===== config.mk =====
export PLATFORM = sky130hd
export DESIGN_NAME = alu_arbiter
export DESIGN_NICKNAME = d
export VERILOG_FILES = /design/src/rtl/alu_arbiter.sv
export SDC_FILE = /design/constraint.sdc
export NUM_CORES = 1
export LEC_CHECK = 0
export ABC_AREA = 1
export CORE_MARGIN = 3
export CORE_UTILIZATION = 40
export CTS_CLUSTER_SIZE = 10
export DETAILED_ROUTE_END_ITERATION = 8
export GPL_ROUTABILITY_DRIVEN = 0
export GPL_TIMING_DRIVEN = 0
export PLACE_DENSITY = 0.82
export SYNTH_ARGS = -nofsm -noshare
export SYNTH_HDL_FRONTEND = slang
export SYNTH_SLANG_ARGS = --single-unit

===== constraint.sdc =====
create_clock -name clk -period 2.25 [get_ports clk]
set_clock_uncertainty 0.15 [all_clocks]
set_input_delay 0.3375 -clock clk [delete_from_list [all_inputs] [get_ports clk]]
set_output_delay 0.3375 -clock clk [all_outputs]
set_load 0.05 [all_outputs]

===== src/rtl/alu_arbiter.sv =====
// ---------------------------------------------------------------------------
// alu_arbiter
//
// Shares one external combinational ALU between two requesters (m0, m1).
// A round-robin arbiter picks one request while idle. A three-state sequencer
// (IDLE -> EXEC -> RESP) drives the ALU for one cycle and registers the result.
// The result goes back to the owning requester with a valid/ready handshake.
// Opcodes above MAX_OP are rejected without touching the ALU. They answer
// straight away with rsp_err=1.
//
// Ports
//   clk, rst_n                  clock, asynchronous active-low reset
//   m0_req_valid/ready          m0 request handshake (ready only in IDLE)
//   m0_op, m0_src1, m0_src2     m0 opcode and operands
//   m1_*                        same for requester m1
//   rsp_valid[1:0]              one-hot: bit i = response for mi is valid
//   rsp_ready[1:0]              bit i = mi takes its response
//   rsp_data, rsp_overflow      registered ALU result / overflow
//   rsp_err                     1 = illegal opcode, op was not issued
//   busy                        1 whenever the sequencer is not idle
//   alu_enable, alu_op,
//   alu_src1, alu_src2          to the ALU (operands held outside EXEC)
//   alu_out, alu_overflow       from the ALU
// ---------------------------------------------------------------------------
module alu_arbiter #(
    parameter int              DATA_W = 32,
    parameter int              OP_W   = 5,
    parameter logic [OP_W-1:0] MAX_OP = 5'b10001
) (
    input  logic              clk,
    input  logic              rst_n,

    input  logic              m0_req_valid,
    output logic              m0_req_ready,
    input  logic [OP_W-1:0]   m0_op,
    input  logic [DATA_W-1:0] m0_src1,
    input  logic [DATA_W-1:0] m0_src2,

    input  logic              m1_req_valid,
    output logic              m1_req_ready,
    input  logic [OP_W-1:0]   m1_op,
    input  logic [DATA_W-1:0] m1_src1,
    input  logic [DATA_W-1:0] m1_src2,

    output logic [1:0]        rsp_valid,
    input  logic [1:0]        rsp_ready,
    output logic [DATA_W-1:0] rsp_data,
    output logic              rsp_overflow,
    output logic              rsp_err,
    output logic              busy,

    output logic              alu_enable,
    output logic [OP_W-1:0]   alu_op,
    output logic [DATA_W-1:0] alu_src1,
    output logic [DATA_W-1:0] alu_src2,
    input  logic [DATA_W-1:0] alu_out,
    input  logic              alu_overflow
);

    typedef enum logic [1:0] {
        ST_IDLE = 2'd0,
        ST_EXEC = 2'd1,
        ST_RESP = 2'd2
    } state_t;

    state_t            state_reg, state_next;
    logic              owner_reg, owner_next;
    logic              last_grant_reg, last_grant_next;
    logic [OP_W-1:0]   alu_op_reg, alu_op_next;
    logic [DATA_W-1:0] alu_src1_reg, alu_src1_next;
    logic [DATA_W-1:0] alu_src2_reg, alu_src2_next;
    logic [DATA_W-1:0] rsp_data_reg, rsp_data_next;
    logic              rsp_overflow_reg, rsp_overflow_next;
    logic              rsp_err_reg, rsp_err_next;

    // Requester inputs gathered into arrays so the grant can index them.
    logic [1:0]        req_valid;
    logic [1:0]        req_ready;
    logic [OP_W-1:0]   req_op   [2];
    logic [DATA_W-1:0] req_src1 [2];
    logic [DATA_W-1:0] req_src2 [2];

    assign req_valid   = {m1_req_valid, m0_req_valid};
    assign req_op[0]   = m0_op;
    assign req_op[1]   = m1_op;
    assign req_src1[0] = m0_src1;
    assign req_src1[1] = m1_src1;
    assign req_src2[0] = m0_src2;
    assign req_src2[1] = m1_src2;

    // Round robin: on a tie, the requester not served last wins.
    // A lone requester always wins.
    logic grant_any;
    logic grant_idx;
    logic can_accept;

    always_comb begin
        grant_any = |req_valid;
        if (&req_valid) begin
            grant_idx = ~last_grant_reg;
        end else begin
            grant_idx = req_valid[1];
        end
    end

    // Gating with rst_n keeps every output low while reset is held.
    assign can_accept = rst_n && (state_reg == ST_IDLE) && grant_any;

    genvar gi;
    generate
        for (gi = 0; gi < 2; gi++) begin : g_port
            assign req_ready[gi] = can_accept && (grant_idx == 1'(gi));
            assign rsp_valid[gi] = (state_reg == ST_RESP) && (owner_reg == 1'(gi));
        end
    endgenerate

    assign m0_req_ready = req_ready[0];
    assign m1_req_ready = req_ready[1];

    // Next-state and register-update logic.
    always_comb begin
        state_next        = state_reg;
        owner_next        = owner_reg;
        last_grant_next   = last_grant_reg;
        alu_op_next       = alu_op_reg;
        alu_src1_next     = alu_src1_reg;
        alu_src2_next     = alu_src2_reg;
        rsp_data_next     = rsp_data_reg;
        rsp_overflow_next = rsp_overflow_reg;
        rsp_err_next      = rsp_err_reg;

        case (state_reg)
            ST_IDLE: begin
                if (grant_any) begin
                    owner_next = grant_idx;
                    if (req_op[grant_idx] > MAX_OP) begin
                        // Rejected op: the ALU-facing registers stay put.
                        // The ALU never sees an op that is not issued.
                        state_next        = ST_RESP;
                        rsp_err_next      = 1'b1;
                        rsp_data_next     = '0;
                        rsp_overflow_next = 1'b0;
                    end else begin
                        state_next    = ST_EXEC;
                        alu_op_next   = req_op[grant_idx];
                        alu_src1_next = req_src1[grant_idx];
                        alu_src2_next = req_src2[grant_idx];
                    end
                end
            end
            ST_EXEC: begin
                rsp_data_next     = alu_out;
                rsp_overflow_next = alu_overflow;
                rsp_err_next      = 1'b0;
                state_next        = ST_RESP;
            end
            ST_RESP: begin
                // Only the owner's ready bit matters.
                if (rsp_ready[owner_reg]) begin
                    last_grant_next = owner_reg;
                    state_next      = ST_IDLE;
                end
            end
            default: begin
                state_next = ST_IDLE;
            end
        endcase
    end

    always_ff @(posedge clk or negedge rst_n) begin
        if (!rst_n) begin
            state_reg        <= ST_IDLE;
            owner_reg        <= 1'b0;
            last_grant_reg   <= 1'b1;
            alu_op_reg       <= '0;
            alu_src1_reg     <= '0;
            alu_src2_reg     <= '0;
            rsp_data_reg     <= '0;
            rsp_overflow_reg <= 1'b0;
            rsp_err_reg      <= 1'b0;
        end else begin
            state_reg        <= state_next;
            owner_reg        <= owner_next;
            last_grant_reg   <= last_grant_next;
            alu_op_reg       <= alu_op_next;
            alu_src1_reg     <= alu_src1_next;
            alu_src2_reg     <= alu_src2_next;
            rsp_data_reg     <= rsp_data_next;
            rsp_overflow_reg <= rsp_overflow_next;
            rsp_err_reg      <= rsp_err_next;
        end
    end

    assign busy         = (state_reg != ST_IDLE);
    assign alu_enable   = (state_reg == ST_EXEC);
    assign alu_op       = alu_op_reg;
    assign alu_src1     = alu_src1_reg;
    assign alu_src2     = alu_src2_reg;
    assign rsp_data     = rsp_data_reg;
    assign rsp_overflow = rsp_overflow_reg;
    assign rsp_err      = rsp_err_reg;

endmodule

==> results.ini <==
[outcome]
run_status=finished, final reports clean

[min_path]
worst_hold_path.num_cells=2
hold_path.class=reg -> reg
holdCritStartpoint=alu_src2[17]
hold_path_end=alu_src2[17]

[cts]
clkSinkCount=107
clockRootBuffer=clkbuf_16
path_clk_slew_ns=0.06
cts_tree=yes
post_cts_buffers=0
clock_latency_ns=0.35
cts_buffers=9
h-tree-depth=3
ctsLongestPathBuffers=2

[setup_path]
r2r_cells=10
cp-start-kind=flip-flop
crit_type=reg -> out
r2r-end=alu_src2[13]
r2r_slack_ns=0.36
reg2reg_from=last_grant_reg
critPathCaptureType=output pin
cp.required_ns=1.76
arrival_ns=1.65
cp_max_fo=3

[place]
io_buffer_count=285
dpl.hpwl_um=13980
place_ws_ns=-0.9137
dp.cells=1161

[die]
die_h_um=122.1
core.rowCount=41
core-area_sq_mm=0.01288
die-area_sq_mm=0.01492
die_width_um=122.1
initial_utilization=0.4190
num_io_pins=286

[layout]
layout.area.seq_sq_mm=0.002679
nets=1178
fill_cells=1089
final_util=0.6849
drive_above_1_share=0.09344
instances_no_fill=1178
diodes=0
area_delta_synth_final_pct=63.45
multi_input_area_sq_mm=0.002395

[global_route]
grt_max_degree=65
grt_pass1_wl_um=27770
grt_pass1_vias=5439
grt.total_usage=0.2376
grt.overflow.total=0
grt_antenna_before_repair=0

[yosys]
synth_area_leaders=dfrtp_1 49%, nand2_1 28%, nand3_1 7.5%
seq_area_frac_synth=0.4965
avgSynthCellArea_sq_um=7.675
yosys_warnings=0
netlist_instances=703
ys_ff_latch=107
synthesis.area_sq_mm=0.005395
ys_types=29
netlist.area_leader.share=0.4917
yosys.area.top_type=dfrtp_1
syn_nets=880

[sta]
finalSetupViolCount=0
final-hold-violation-count=0
max_slew_margin=0.6273
slew_viol_final=0
tightest_slew_ns=0.5590
fmax_mhz=468.2
setup_ws_ns=0.1140
period_share=0.9493
period_minus_slack_ns=2.136

[detailed_routing]
vias=5532
first_pass_iters=5
wl_per_cell_um=15.11
detail-route-antenna-nets=0
routed_wl_um=17800
drt_iter0_drc=241
viasPerCell=4.696
drc=0

[power]
leakage_nw=4.412
p_per_area_mw_per_mm2=1418
ir_drop_uv=963.9

[flow_run]
maxCapViolCount=0

==> cell type report <==
cell class	instances	share of cell area
Clock buffer	11	0.02639
Clock inverter	5	0.007094
Inverter	14	0.006243
Timing Repair Buffer	288	0.3289
Buffer	43	0.03164
Multi-Input combinational cell	538	0.2716
Sequential cell	107	0.3038
Tap cell	172	0.02440
==> cell usage after synthesis <==
master    instances
nand3_2          20
nand3b_1          4
buf_4             2
buf_12            2
nor3_1            1
nor2_1            5
nand3_1          81
a21oi_1           1
nand3_4           2
buf_6             5
o21ai_1           1
nand2_1         407
o21ai_0           2
or3_1             1
buf_8             1
buf_2            22
nor2_2            2
or2_2             1
nand2_8           2
inv_2             4
nand2_2           4
nand2_4           2
nor2_8            1
clkbuf_1         12
o211ai_1          1
inv_1             9
dfstp_2           1
dfrtp_1         106
clkinv_1          1
==> how the worst max path moves through the flow <==
stage / endpoint / startpoint / slack, ns
floorplan: m1_req_ready / last_grant_reg / 0.13
global placement: m0_req_ready / rst_n / -4.21
detailed placement: m1_req_ready / m1_req_valid / -0.91
CTS: alu_enable / state_reg[1] / -0.01
global route: m0_req_ready / state_reg[1] / -0.01
finish: rsp_valid[0] / state_reg[0] / 0.11
==> through the flow <==
| step | TNS [ns] | hold slack, ns | cell area, sq um | total power [mW] |
|---|---|---|---|---|
| floorplan | 0 | -0.1081 | 5400 | 8.192 |
| global placement | -381.46 | 0.3022 | 8468 | 10.90 |
| detailed placement | -2.145 | 0.2290 | 8493 | 11.00 |
| CTS | -0.01230 | 0.3248 | 8813 | 12.62 |
| global route | -0.01208 | 0.3436 | 8818 | 13.22 |
| finish | 0 | 0.3202 | 8818 | 12.50 |
==> cell families (layout without fill, tap and decap cells) <==
family | after synthesis | in the layout | share of synthesized area
AOI/OAI and AO/OA | 5 | 5 | 0.005101
and+or+nand+nor | 533 | 533 | 0.4365
DFF | 107 | 107 | 0.4965
buffers and inverters | 58 | 361 | 0.06192
==> where the power goes <==
part | switching, mW | total (mW) | internal [mW]
sequential | 0.480 | 3.28 | 2.80
clock | 0.713 | 1.58 | 0.870
combinational | 5.17 | 7.64 | 2.48
==> placed cells by master, fill, tap and decap left out, types with 6 or more instances in the layout <==
master	count
buf_2	23
inv_1	9
clkbuf_16	9
nand3_2	20
nand3_1	81
dfrtp_1	106
buf_6	6
clkdlybuf4s50_1	277
clkbuf_1	12
nand2_1	407
==> critical path: stages (launching register included) <==
cell,delay (ns)
dfrtp_1,0.40
inv_1,0.13
nand2_1,0.11
nor2_1,0.09
dlygate4sd2_1,0.57
==> routing by layer <==
metal,track usage,vias up,wire (um)
met5,0,-,0
met2,0.4233,205,8998
met3,0.06175,23,1595
li1,-,2784,-
met4,0.07908,0,389
met1,0.2779,2520,6817
==> timing repair <==
item | 4_1_cts | 5_1_grt
hold endpoints to repair | 42 | 0
hold buffers | 2 | 0
gates resized for setup | 20 | 7
endpoints found under the setup margin | 6 | 3
(Power assumes the default switching activity.)
